==> src/rtl/trigger_pkg.sv <==
// Shared types for the sequential trigger: compare modes and sequencer states.
package trigger_pkg;

   typedef enum logic [1:0] {
      LEVEL  = 2'd0,
      RISE   = 2'd1,
      FALL   = 2'd2,
      CHANGE = 2'd3
   } trig_mode_e;

   typedef enum logic [1:0] {
      IDLE  = 2'd0,
      ARMED = 2'd1,
      FIRED = 2'd2
   } seq_state_e;

endpackage

==> src/rtl/trigger_stage_match.sv <==
// One sequence stage: masks the probe, keeps last cycle's masked value and
// evaluates the stage condition for the configured mode. The previous-value
// register runs in every sequencer state so edge modes are valid on arm.
module trigger_stage_match
   import trigger_pkg::*;
#(
   parameter int PROBE_W = 32
) (
   input  logic               clk,
   input  logic               rst,
   input  logic [PROBE_W-1:0] probe_data,
   input  logic [PROBE_W-1:0] value,
   input  logic [PROBE_W-1:0] mask,
   input  trig_mode_e         mode,
   output logic               match
);

   logic [PROBE_W-1:0] mp;
   logic [PROBE_W-1:0] mp_d_q;
   logic [PROBE_W-1:0] mp_d_d;

   assign mp     = probe_data & mask;
   assign mp_d_d = mp;

   // Condition for the selected mode, purely combinational.
   always_comb begin
      match = 1'b0;
      unique case (mode)
         LEVEL:  match = (mp == (value & mask));
         RISE:   match = (mp_d_q == '0) && (mp != '0);
         FALL:   match = (mp_d_q != '0) && (mp == '0);
         CHANGE: match = (mp != mp_d_q);
         default: match = 1'b0;
      endcase
   end

   // Previous masked probe, sampled every cycle.
   always_ff @(posedge clk or posedge rst) begin
      if (rst) mp_d_q <= '0;
      else     mp_d_q <= mp_d_d;
   end

endmodule

==> src/rtl/trigger_seq_unit.sv <==
// Multi-stage sequential trigger. Walks stages 0..cfg_last_stage in order,
// each stage needing cfg_count occurrences of its condition, and pulses
// trigger_hit for one cycle on completion.
// Optional macro TRIG_TIMEOUT_EN adds a per-stage timeout back to stage 0.
module trigger_seq_unit
   import trigger_pkg::*;
#(
   parameter int PROBE_W    = 32,
   parameter int NUM_STAGES = 4,
   parameter int CNT_W      = 8,
   parameter int TO_W       = 16,
   parameter int STG_W      = (NUM_STAGES > 1) ? $clog2(NUM_STAGES) : 1
) (
   input  logic                          clk,
   input  logic                          rst,
   input  logic [PROBE_W-1:0]            probe_data,
   input  logic                          arm,
   input  logic                          disarm,
   input  logic [NUM_STAGES*PROBE_W-1:0] cfg_value,
   input  logic [NUM_STAGES*PROBE_W-1:0] cfg_mask,
   input  logic [NUM_STAGES*2-1:0]       cfg_mode,
   input  logic [NUM_STAGES*CNT_W-1:0]   cfg_count,
   input  logic [STG_W-1:0]              cfg_last_stage,
   input  logic [TO_W-1:0]               cfg_timeout,
   output logic                          trigger_hit,
   output logic                          armed,
   output logic                          fired,
   output logic [STG_W-1:0]              cur_stage
);

   seq_state_e       state_q, state_d;
   logic [STG_W-1:0] stage_q, stage_d;
   logic [CNT_W-1:0] occ_q, occ_d;
   logic             hit_q, hit_d;

   logic [NUM_STAGES-1:0] match;
   logic [CNT_W-1:0]      cnt_arr [NUM_STAGES];

   logic             cond;
   logic [CNT_W-1:0] cnt_sel;
   logic [CNT_W:0]   cnt_req;
   logic             complete;
   logic [STG_W-1:0] last_stg;
   logic             timeout_hit;

   // Per-stage condition evaluators.
   for (genvar i = 0; i < NUM_STAGES; i++) begin : g_stage
      trigger_stage_match #(.PROBE_W(PROBE_W)) u_match (
         .clk        (clk),
         .rst        (rst),
         .probe_data (probe_data),
         .value      (cfg_value[i*PROBE_W +: PROBE_W]),
         .mask       (cfg_mask[i*PROBE_W +: PROBE_W]),
         .mode       (trig_mode_e'(cfg_mode[i*2 +: 2])),
         .match      (match[i])
      );
      assign cnt_arr[i] = cfg_count[i*CNT_W +: CNT_W];
   end

   assign cond    = match[stage_q];
   assign cnt_sel = cnt_arr[stage_q];
   // A zero count means "one occurrence".
   assign cnt_req = (cnt_sel == '0) ? (CNT_W+1)'(1) : {1'b0, cnt_sel};
   assign complete = cond && (({1'b0, occ_q} + (CNT_W+1)'(1)) >= cnt_req);

   // Out-of-range final stage collapses onto the last physical stage.
   assign last_stg = ({1'b0, cfg_last_stage} > (STG_W+1)'(NUM_STAGES-1))
                     ? STG_W'(NUM_STAGES-1) : cfg_last_stage;

`ifdef TRIG_TIMEOUT_EN
   logic [TO_W-1:0] tmr_q, tmr_d;

   assign timeout_hit = (cfg_timeout != '0) && (stage_q != '0) &&
                        (({1'b0, tmr_q} + (TO_W+1)'(1)) >= {1'b0, cfg_timeout});

   // Stage timer: runs only while waiting in a stage beyond the first.
   always_comb begin
      tmr_d = tmr_q;
      if (disarm || arm || state_q != ARMED || stage_q == '0 || complete || timeout_hit)
         tmr_d = '0;
      else if (tmr_q != '1)
         tmr_d = tmr_q + TO_W'(1);
   end

   // Timer register.
   always_ff @(posedge clk or posedge rst) begin
      if (rst) tmr_q <= '0;
      else     tmr_q <= tmr_d;
   end
`else
   logic unused_timeout;
   assign unused_timeout = ^cfg_timeout;
   assign timeout_hit    = 1'b0;
`endif

   // Sequencer next state: disarm beats arm, arm beats any stage progress,
   // and stage completion beats a same-cycle timeout.
   always_comb begin
      state_d = state_q;
      stage_d = stage_q;
      occ_d   = occ_q;
      hit_d   = 1'b0;
      if (disarm) begin
         state_d = IDLE;
         stage_d = '0;
         occ_d   = '0;
      end else if (arm) begin
         state_d = ARMED;
         stage_d = '0;
         occ_d   = '0;
      end else if (state_q == ARMED) begin
         if (complete) begin
            occ_d = '0;
            if (stage_q == last_stg) begin
               state_d = FIRED;
               hit_d   = 1'b1;
            end else begin
               stage_d = stage_q + STG_W'(1);
            end
         end else if (timeout_hit) begin
            stage_d = '0;
            occ_d   = '0;
         end else if (cond && occ_q != '1) begin
            occ_d = occ_q + CNT_W'(1);
         end
      end
   end

   // Sequencer registers.
   always_ff @(posedge clk or posedge rst) begin
      if (rst) begin
         state_q <= IDLE;
         stage_q <= '0;
         occ_q   <= '0;
         hit_q   <= 1'b0;
      end else begin
         state_q <= state_d;
         stage_q <= stage_d;
         occ_q   <= occ_d;
         hit_q   <= hit_d;
      end
   end

   assign trigger_hit = hit_q;
   assign armed       = (state_q == ARMED);
   assign fired       = (state_q == FIRED);
   assign cur_stage   = stage_q;

endmodule

==> config.mk <==
export PLATFORM = sky130hd
export DESIGN_NAME = trigger_seq_unit
export DESIGN_NICKNAME = d
export VERILOG_FILES = /design/src/rtl/trigger_pkg.sv /design/src/rtl/trigger_stage_match.sv /design/src/rtl/trigger_seq_unit.sv
export SDC_FILE = /design/constraint.sdc
export NUM_CORES = 1
export LEC_CHECK = 0
export ABC_AREA = 1
export BUFFER_PORTS_ARGS = -buffer_cell sky130_fd_sc_hd__buf_2
export CELL_PAD_IN_SITES_DETAIL_PLACEMENT = 1
export CELL_PAD_IN_SITES_GLOBAL_PLACEMENT = 2
export CORE_MARGIN = 5
export CORE_UTILIZATION = 28
export DETAILED_ROUTE_END_ITERATION = 8
export PLACE_DENSITY_LB_ADDON = 0.05
export SLEW_MARGIN = 0
export SYNTH_ARGS = -nofsm -noshare
export SYNTH_HDL_FRONTEND = slang
export SYNTH_SLANG_ARGS = --single-unit
==> constraint.sdc <==
create_clock -name clk -period 9.09 [get_ports clk]
set_clock_uncertainty 0.15 [all_clocks]
set_input_delay 2.2725 -clock clk [delete_from_list [all_inputs] [get_ports clk]]
set_output_delay 2.2725 -clock clk [all_outputs]
set_load 0.01 [all_outputs]
==> impl_table.tex, run 1 <==
\begin{tabular}{lr}
\hline
Metric & Value \\
\hline
\multicolumn{2}{l}{\textbf{Die}} \\
Initial core utilization & approximately 28\% \\
Die outline area & $\sim$0.043 sq mm \\
Core ar. & between 0.03 and 0.04 sq mm \\
Row count & between 70 and 80 \\
Width of the die & about 210 um \\
Boundary pin count & 355 \\
Overall die height & about 210 um \\
\multicolumn{2}{l}{\textbf{Clock network}} \\
Clock slew seen by the registers of the worst setup and hold paths & around 0.06 ns \\
Root Driver & clkbuf\_16 \\
Number of buffers inserted by hold repair at cts & 0 \\
CTS tree & done \\
Clock latency of the later-clocked register in the worst-skew pair & between 0.4 and 0.5 ns \\
Number of clock buffers inserted by TritonCTS & 17 \\
\# H-tree levels & 4 \\
Count of instances resized after the clock tree is built & 0 \\
Sinks on the clock net & around 140 \\
Maximum number of buffers from clock root to sink & 2 \\
Number of setup buffers added after CTS & 0 \\
\multicolumn{2}{l}{\textbf{Critical path}} \\
Slowest stage cell on the critical path & o21ai\_4 \\
Biggest fanout along the worst timing path & 16 \\
Cell type with the highest occurrence count on the critical path & nand2\_1 \\
Worst path required time & about 9.3 ns \\
Path type of the worst setup path & input pin to flip-flop \\
Critical path launch point type & input pin \\
Crit end category & flip-flop \\
Critical path's largest stage delay & between 0.4 and 0.5 ns \\
Critical path data arrival time & just under 5 ns \\
Cell breakdown of the critical path & buf\_2 > nand2\_1 > nand2\_1 > o21ai\_0 > nor3\_1 > nand2\_1 > nor2\_2 > nand2\_1 > nand2\_1 > nand2\_1 > nand2\_1 > nand2\_1 > nand2\_1 > nand2\_2 > o21ai\_4 > nand2\_1 > o21ai\_2 \\
\multicolumn{2}{l}{\textbf{Timing}} \\
Achievable clock frequency & about 210 MHz \\
Fin. max-slew vios & 0 \\
Time the final worst path needs with I/O delays and setup & $\sim$4.7 ns \\
Worst Max-Slew Pin Slew & $\sim$1.1 ns \\
Unrepaired setup endpoints after global routing & false \\
Final setup fails & 0 \\
Relative max-transition margin & about 29\% \\
Final critical-path share of the clock period & between 50\% and 60\% \\
Sum of negative setup slack & 0 ns \\
Final Hold Fails & 0 \\
\multicolumn{2}{l}{\textbf{Pwr}} \\
Pleak & 8.14 nW \\
Power share of the sequential group & about a third \\
Worst voltage drop across the vdd grid & 0.112 mV \\
Switch share & 32.4\% \\
Power per standard cell area & roughly 140 mW/mm\^{}2 \\
Internal power & 0.00133 W \\
Part of the total power dissipated in combinational logic & about a quarter \\
Part of the total power dissipated in the clock network & 41.5\% \\
Switching power of the nets & around 0.00064 W \\
PnR Total Power & between 0.0015 and 0.002 W \\
\multicolumn{2}{l}{\textbf{Run status}} \\
Status & finished, final reports clean \\
\multicolumn{2}{l}{\textbf{GRT}} \\
Wire length of the first global-routing pass & 79.4 mm \\
Pin count of the biggest net entering global routing & 80 \\
Number of antenna violations at the first check in global routing & 8 \\
Global-route total usage across every layer & between 20 and 30\% \\
Global route overflow & 0 \\
Number of global-route vias before repair & between 10000 and 15000 \\
\multicolumn{2}{l}{\textbf{Route}} \\
Average wire per cell in the routed design & between 20 and 25 um \\
Number of design rule violations left after detail routing & 0 \\
Routed wire length & $\sim$55 mm \\
First-iteration detailed-routing DRC count & between 500 and 600 \\
Routed via count & about 12000 \\
ANT nets after route & 0 \\
TritonRoute pass-1 iters & 5 \\
Avg Vias per Cell & approximately 4.7 \\
\multicolumn{2}{l}{\textbf{Finish}} \\
Layout cells sized above 1 & 21.5\% \\
FF+latch area & around 0.0035 sq mm \\
Final cell utilization of the core & 35.4\% \\
Post-layout nets & between 2000 and 2500 \\
FILL cells & a little over 5000 \\
Area delta synth->final & 25.5\% \\
Combined area of the multi-input logic cells & 0.00604 sq mm \\
\multicolumn{2}{l}{\textbf{Placed design}} \\
Count of buffers from port buffering & 338 \\
Half-perimeter wire length after placement & 45.9 mm \\
Routability-driven placement congestion ratio & approximately 0.87 \\
\multicolumn{2}{l}{\textbf{Synth}} \\
Cell types with the largest area share after synthesis & dfrtp\_1, nand2\_1, inv\_1 \\
Net count after synthesis & approximately 2100 \\
Mean post-synth cell area & $\sim$6.2 sq um \\
Yosys top cell area share & roughly a third \\
Most numerous cell types in the synthesized netlist & nand2\_1, inv\_1, nor2\_1 \\
Most common cell in the netlist & nand2\_1 \\
Synthesized flop and latch total & roughly 140 \\
Commonest register cell after synthesis & dfrtp\_1 \\
Async S/R FF share, synth & 100\% \\
Yosys cell types & 35 \\
Mapped cell area & between 0.01 and 0.015 sq mm \\
Number of instances in the synthesized netlist & around 1800 \\
Biggest area consumer among synthesized cells & dfrtp\_1 \\
EDFF count, synth & 0 \\
Syn. warnings & 0 \\
Portion of the post-synthesis area used by sequential elements & about a third \\
\multicolumn{2}{l}{\textbf{Min path}} \\
Class of the most critical hold timing path & flip-flop to flip-flop \\
\multicolumn{2}{l}{\textbf{Flow run}} \\
Number of violations of the max-capacitance limit & 0 \\
\hline
\end{tabular}
-- state kept, by name, summed over array words and instances, names as in the netlist --
signal / flops
g_stage.u_match.mp_d_q: 128
occ_q: 8
state_q: 2
cur_stage: 2
trigger_hit: 1
-- critical path, delay by kind of cell --
family	cells	cell delay (ns)
simple gates	13	1.61
compound gates	3	0.65
buf+inv	1	0.34
-- final cells by class --
| type | count | share of cell area [%] |
|---|---|---|
| Antenna cell | 2 | 0.0367 |
| Clock buffer | 19 | 3.32 |
| Clock inverter | 13 | 1.54 |
| Inverter | 278 | 7.69 |
| Multi-Input combinational cell | 1293 | 44.3 |
| Sequential cell | 141 | 25.9 |
| Tap cell | 518 | 4.76 |
| Timing Repair Buffer | 339 | 12.5 |
-- power groups by stage --
stage	registers (W)	logic, W	clock network, W
floorplan	0.000687	0.000260	0
global placement	0.000696	0.000458	0
detailed placement	0.000697	0.000466	0
CTS	0.000686	0.000469	0.000834
global route	0.000690	0.000519	0.000856
finish	0.000686	0.000462	0.000815
-- cells in the final DEF (no fill, tap or decap), drive strengths merged, types with 30 or more instances in the layout --
cell type | netlist | final
nand3 | 141 | 141
nand2 | 649 | 649
o21ai | 47 | 47
buf | 33 | 339
nor2 | 213 | 213
a21oi | 30 | 30
inv | 276 | 279
dfrtp | 141 | 141
xor2 | 78 | 78
nand4 | 49 | 49
or2 | 55 | 55
-- cells by family (layout without fill, tap and decap cells) --
family / after synthesis / after routing / synth area share (%)
other cells: 0 / 2 / 0
buf+inv: 316 / 649 / 11.9
flops: 141 / 141 / 32.5
compound gates: 92 / 92 / 5.09
simple gates: 1111 / 1111 / 42.9
fa+ha+maj: 9 / 9 / 1.04
xor+xnor: 81 / 81 / 6.53
-- worst paths after layout --
path / start / end / slack [ns] / depth (start not counted)
min in group asynchronous: rst / g_stage[1].u_match.mp_d_q[30] / 1.81 / 2
worst max-delay path: probe_data[23] / occ_q[3] / 4.40 / 17
worst min register to register: state_q[0] / state_q[0] / 0.36 / 2
max in group asynchronous: rst / g_stage[2].u_match.mp_d_q[23] / 5.60 / 3
worst max register to register: cur_stage[0] / cur_stage[0] / 4.68 / 19
worst min-delay path: state_q[0] / state_q[0] / 0.36 / 2
-- metal layers --
| layer | up-vias | GRT usage [%] | part of all wire (%) |
|---|---|---|---|
| met3 | 44 | 4.11 | 4.9 |
| met2 | 277 | 45.4 | 50 |
| met4 | 8 | 6.11 | 1.9 |
| met1 | 5876 | 32.4 | 43 |
| met5 | - | 0 | 0.093 |
| li1 | 5983 | - | - |
-- metrics by stage --
stage | instances | setup WS, ns | cell area (sq um) | hold WS (ns)
after floorplan | 1750 | 2.89 | 10900 | 0.313
after global placement | 2569 | 4.02 | 13000 | 0.340
after detailed placement | 2569 | 3.97 | 13000 | 0.350
after CTS | 2601 | 4.41 | 13600 | 0.367
after global routing | 2603 | 4.11 | 13600 | 0.412
final | 2603 | 4.40 | 13600 | 0.356
(Power assumes the default switching activity.)
==> run 2, diff against run 1 <==
Settings changed: CORE_UTILIZATION 28 to 26.
Clock period 9.09 ns to 4.4 ns, I/O delays scaled along.
==> impl_table.tex, run 2 (same netlist as run 1, synthesis figures left out) <==
\begin{tabular}{lr}
\hline
Metric & Value \\
\hline
\multicolumn{2}{l}{\textbf{Clock network}} \\
\# H-tree levels & 4 (unchanged) \\
Root Driver & clkbuf\_16 \\
Maximum number of buffers from clock root to sink & 2 (unchanged) \\
CTS tree & done \\
Number of setup buffers added after CTS & 0 (unchanged) \\
Number of buffers inserted by hold repair at cts & 0 (unchanged) \\
Sinks on the clock net & 141 (unchanged) \\
Count of instances resized after the clock tree is built & 0 (unchanged) \\
Clock latency of the later-clocked register in the worst-skew pair & 0.45 ns (+0.02 ns) \\
Number of clock buffers inserted by TritonCTS & 17 (unchanged) \\
Clock slew seen by the registers of the worst setup and hold paths & 0.06 ns (about the same) \\
\multicolumn{2}{l}{\textbf{Critical path}} \\
Critical path launch point type & flip-flop \\
Critical path data arrival time & 3.82 ns (-1.07 ns) \\
Crit end category & flip-flop \\
Path type of the worst setup path & flip-flop to flip-flop \\
Worst reg2reg path depth & 20 (+1) \\
Worst path required time & 4.60 ns (-4.69 ns) \\
Biggest fanout along the worst timing path & 19 (+3) \\
\multicolumn{2}{l}{\textbf{Die}} \\
Boundary pin count & 355 (unchanged) \\
Row count & 74 (+2.8\%) \\
Width of the die & 214 um (+3.6\%) \\
Initial core utilization & 26.4\% (-1.8 points) \\
Die outline area & 0.0460 sq mm (+7.3\%) \\
Overall die height & 214 um (+3.6\%) \\
Core ar. & 0.0411 sq mm (+6.9\%) \\
\multicolumn{2}{l}{\textbf{Timing}} \\
Final setup fails & 0 (unchanged) \\
Worst Max-Slew Pin Slew & 0.933 ns (-0.129 ns) \\
Fin. max-slew vios & 0 (unchanged) \\
Final critical-path share of the clock period & 82.4\% \\
Time the final worst path needs with I/O delays and setup & 3.62 ns \\
Sum of negative setup slack & 0 ns (unchanged) \\
Final Hold Fails & 0 (unchanged) \\
Achievable clock frequency & $\sim$280 MHz \\
Unrepaired setup endpoints after global routing & false \\
Relative max-transition margin & 37.8\% (+8.9 points) \\
\multicolumn{2}{l}{\textbf{Route}} \\
Number of design rule violations left after detail routing & 0 (unchanged) \\
Routed wire length & 55.6 mm (+1.2\%) \\
First-iteration detailed-routing DRC count & 617 (+9.8\%) \\
Average wire per cell in the routed design & 21.2 um (+0.20\%) \\
ANT nets after route & 0 (unchanged) \\
Routed via count & 12100 (-0.37\%) \\
Avg Vias per Cell & 4.62 (-1.4\%) \\
TritonRoute pass-1 iters & 5 (unchanged) \\
\multicolumn{2}{l}{\textbf{GRT}} \\
Pin count of the biggest net entering global routing & 142 (+78\%) \\
Number of global-route vias before repair & 12800 (-0.28\%) \\
Number of antenna violations at the first check in global routing & 13 (+5) \\
Global route overflow & 0 (unchanged) \\
Global-route total usage across every layer & 23.9\% (-1.6 points) \\
Wire length of the first global-routing pass & 81.6 mm (+2.7\%) \\
\multicolumn{2}{l}{\textbf{Finish}} \\
Post-layout nets & 2438 (+0.37\%) \\
FILL cells & 5434 (+5.5\%) \\
Area delta synth->final & 26.2\% \\
Largest registers & g\_stage.u\_match.mp\_d\_q (128), occ\_q (8) \\
Layout cells sized above 1 & 21.7\% (+0.24 points) \\
FF+latch area & 0.00353 sq mm (unchanged) \\
Most frequent standard cell in the layout excluding fill and tap cells & nand2\_1 \\
Combined area of the multi-input logic cells & 0.00604 sq mm (unchanged) \\
Most flop-heavy register & g\_stage.u\_match.mp\_d\_q \\
Commonest cells after routing, fill and taps aside & nand2\_1, buf\_2, inv\_1 \\
Max FFs per register & 128 (unchanged) \\
\multicolumn{2}{l}{\textbf{Min path}} \\
Class of the most critical hold timing path & flip-flop to flip-flop \\
Hold depth & 2 (unchanged) \\
\multicolumn{2}{l}{\textbf{Flow run}} \\
Number of violations of the max-capacitance limit & 0 (unchanged) \\
\multicolumn{2}{l}{\textbf{Pwr}} \\
Worst voltage drop across the vdd grid & 0.234 mV (+110\%) \\
PnR Total Power & 0.00399 W (+100\%) \\
Power per standard cell area & 291 mW/mm\^{}2 (+100\%) \\
Pleak & 8.17 nW (+0.32\%) \\
\multicolumn{2}{l}{\textbf{Placed design}} \\
Half-perimeter wire length after placement & 46.8 mm (+2.1\%) \\
Count of buffers from port buffering & 338 (unchanged) \\
Routability-driven placement congestion ratio & 0.863 (-1.3\%) \\
\multicolumn{2}{l}{\textbf{Run status}} \\
Status & finished, final reports clean \\
\hline
\end{tabular}
## run 2: power by group
group | switching, W | internal [W]
clock | 0.000623 | 0.000993
sequential | 0.0000506 | 0.00136
combinational | 0.000621 | 0.000345
total | 0.00130 | 0.00270
## run 2: through the flow
| step | area [sq um] | setup WS [ns] | utilization [%] | std cells | hold slack [ns] |
|---|---|---|---|---|---|
| 6_report | 13700 | 0.775 | 33.3 | 2629 | 0.358 |
| 5_1_grt | 13700 | 0.398 | 33.3 | 2627 | 0.390 |
| 3_5_place_dp | 13100 | 0.440 | 31.8 | 2592 | 0.345 |
| 3_3_place_gp | 13100 | 0.523 | 31.8 | 2592 | 0.333 |
| 4_1_cts | 13700 | 0.660 | 33.3 | 2624 | 0.360 |
| 2_1_floorplan | 10900 | 1.38 | - | 1750 | 0.313 |
## run 2: metal layers
| metal | wire length (um) | GRT usage [%] |
|---|---|---|
| met5 | 80 | 0 |
| met4 | 1240 | 6.46 |
| met3 | 2880 | 4.83 |
| met2 | 26600 | 41.1 |
| met1 | 24800 | 30.6 |
## run 2: worst paths after layout
check                        startpoint                            to  slack [ns]
max in group asynchronous           rst  g_stage[0].u_match.mp_d_q[7]        2.68
setup reg to reg           cur_stage[0]                    state_q[0]        0.78
setup / recovery           cur_stage[0]                    state_q[0]        0.78
min in group asynchronous           rst  g_stage[1].u_match.mp_d_q[0]        0.66
hold / removal               state_q[0]                    state_q[0]        0.36
hold reg to reg              state_q[0]                    state_q[0]        0.36
## run 2: critical path, cell delays in order, from the launching register on
cell      delay (ns)
dfrtp_1         0.35
clkinv_1        0.59
o21ai_0         0.40
o22ai_1         0.12
inv_1           0.11
nand3_1         0.08
o21ai_0         0.27
ha_1            0.18
nand3_1         0.07
o211ai_1        0.10
nand3_1         0.09
nand2_1         0.07
nand3_1         0.06
nand2_1         0.06
nand2_1         0.05
nand2_1         0.15
nand3_2         0.23
nand2_1         0.18
nand3_1         0.09
nand2_1         0.06
nand2_1         0.05
## run 2: cell type report
class                   instances  area share (%)
diodes                          5          0.0913
clock buffers                  22            3.46
clock inverters                10            1.18
inverters                     278            7.64
multi-input cells            1293            44.0
flip-flops and latches        141            25.7
well taps                     532            4.86
repair buffers                348            13.0
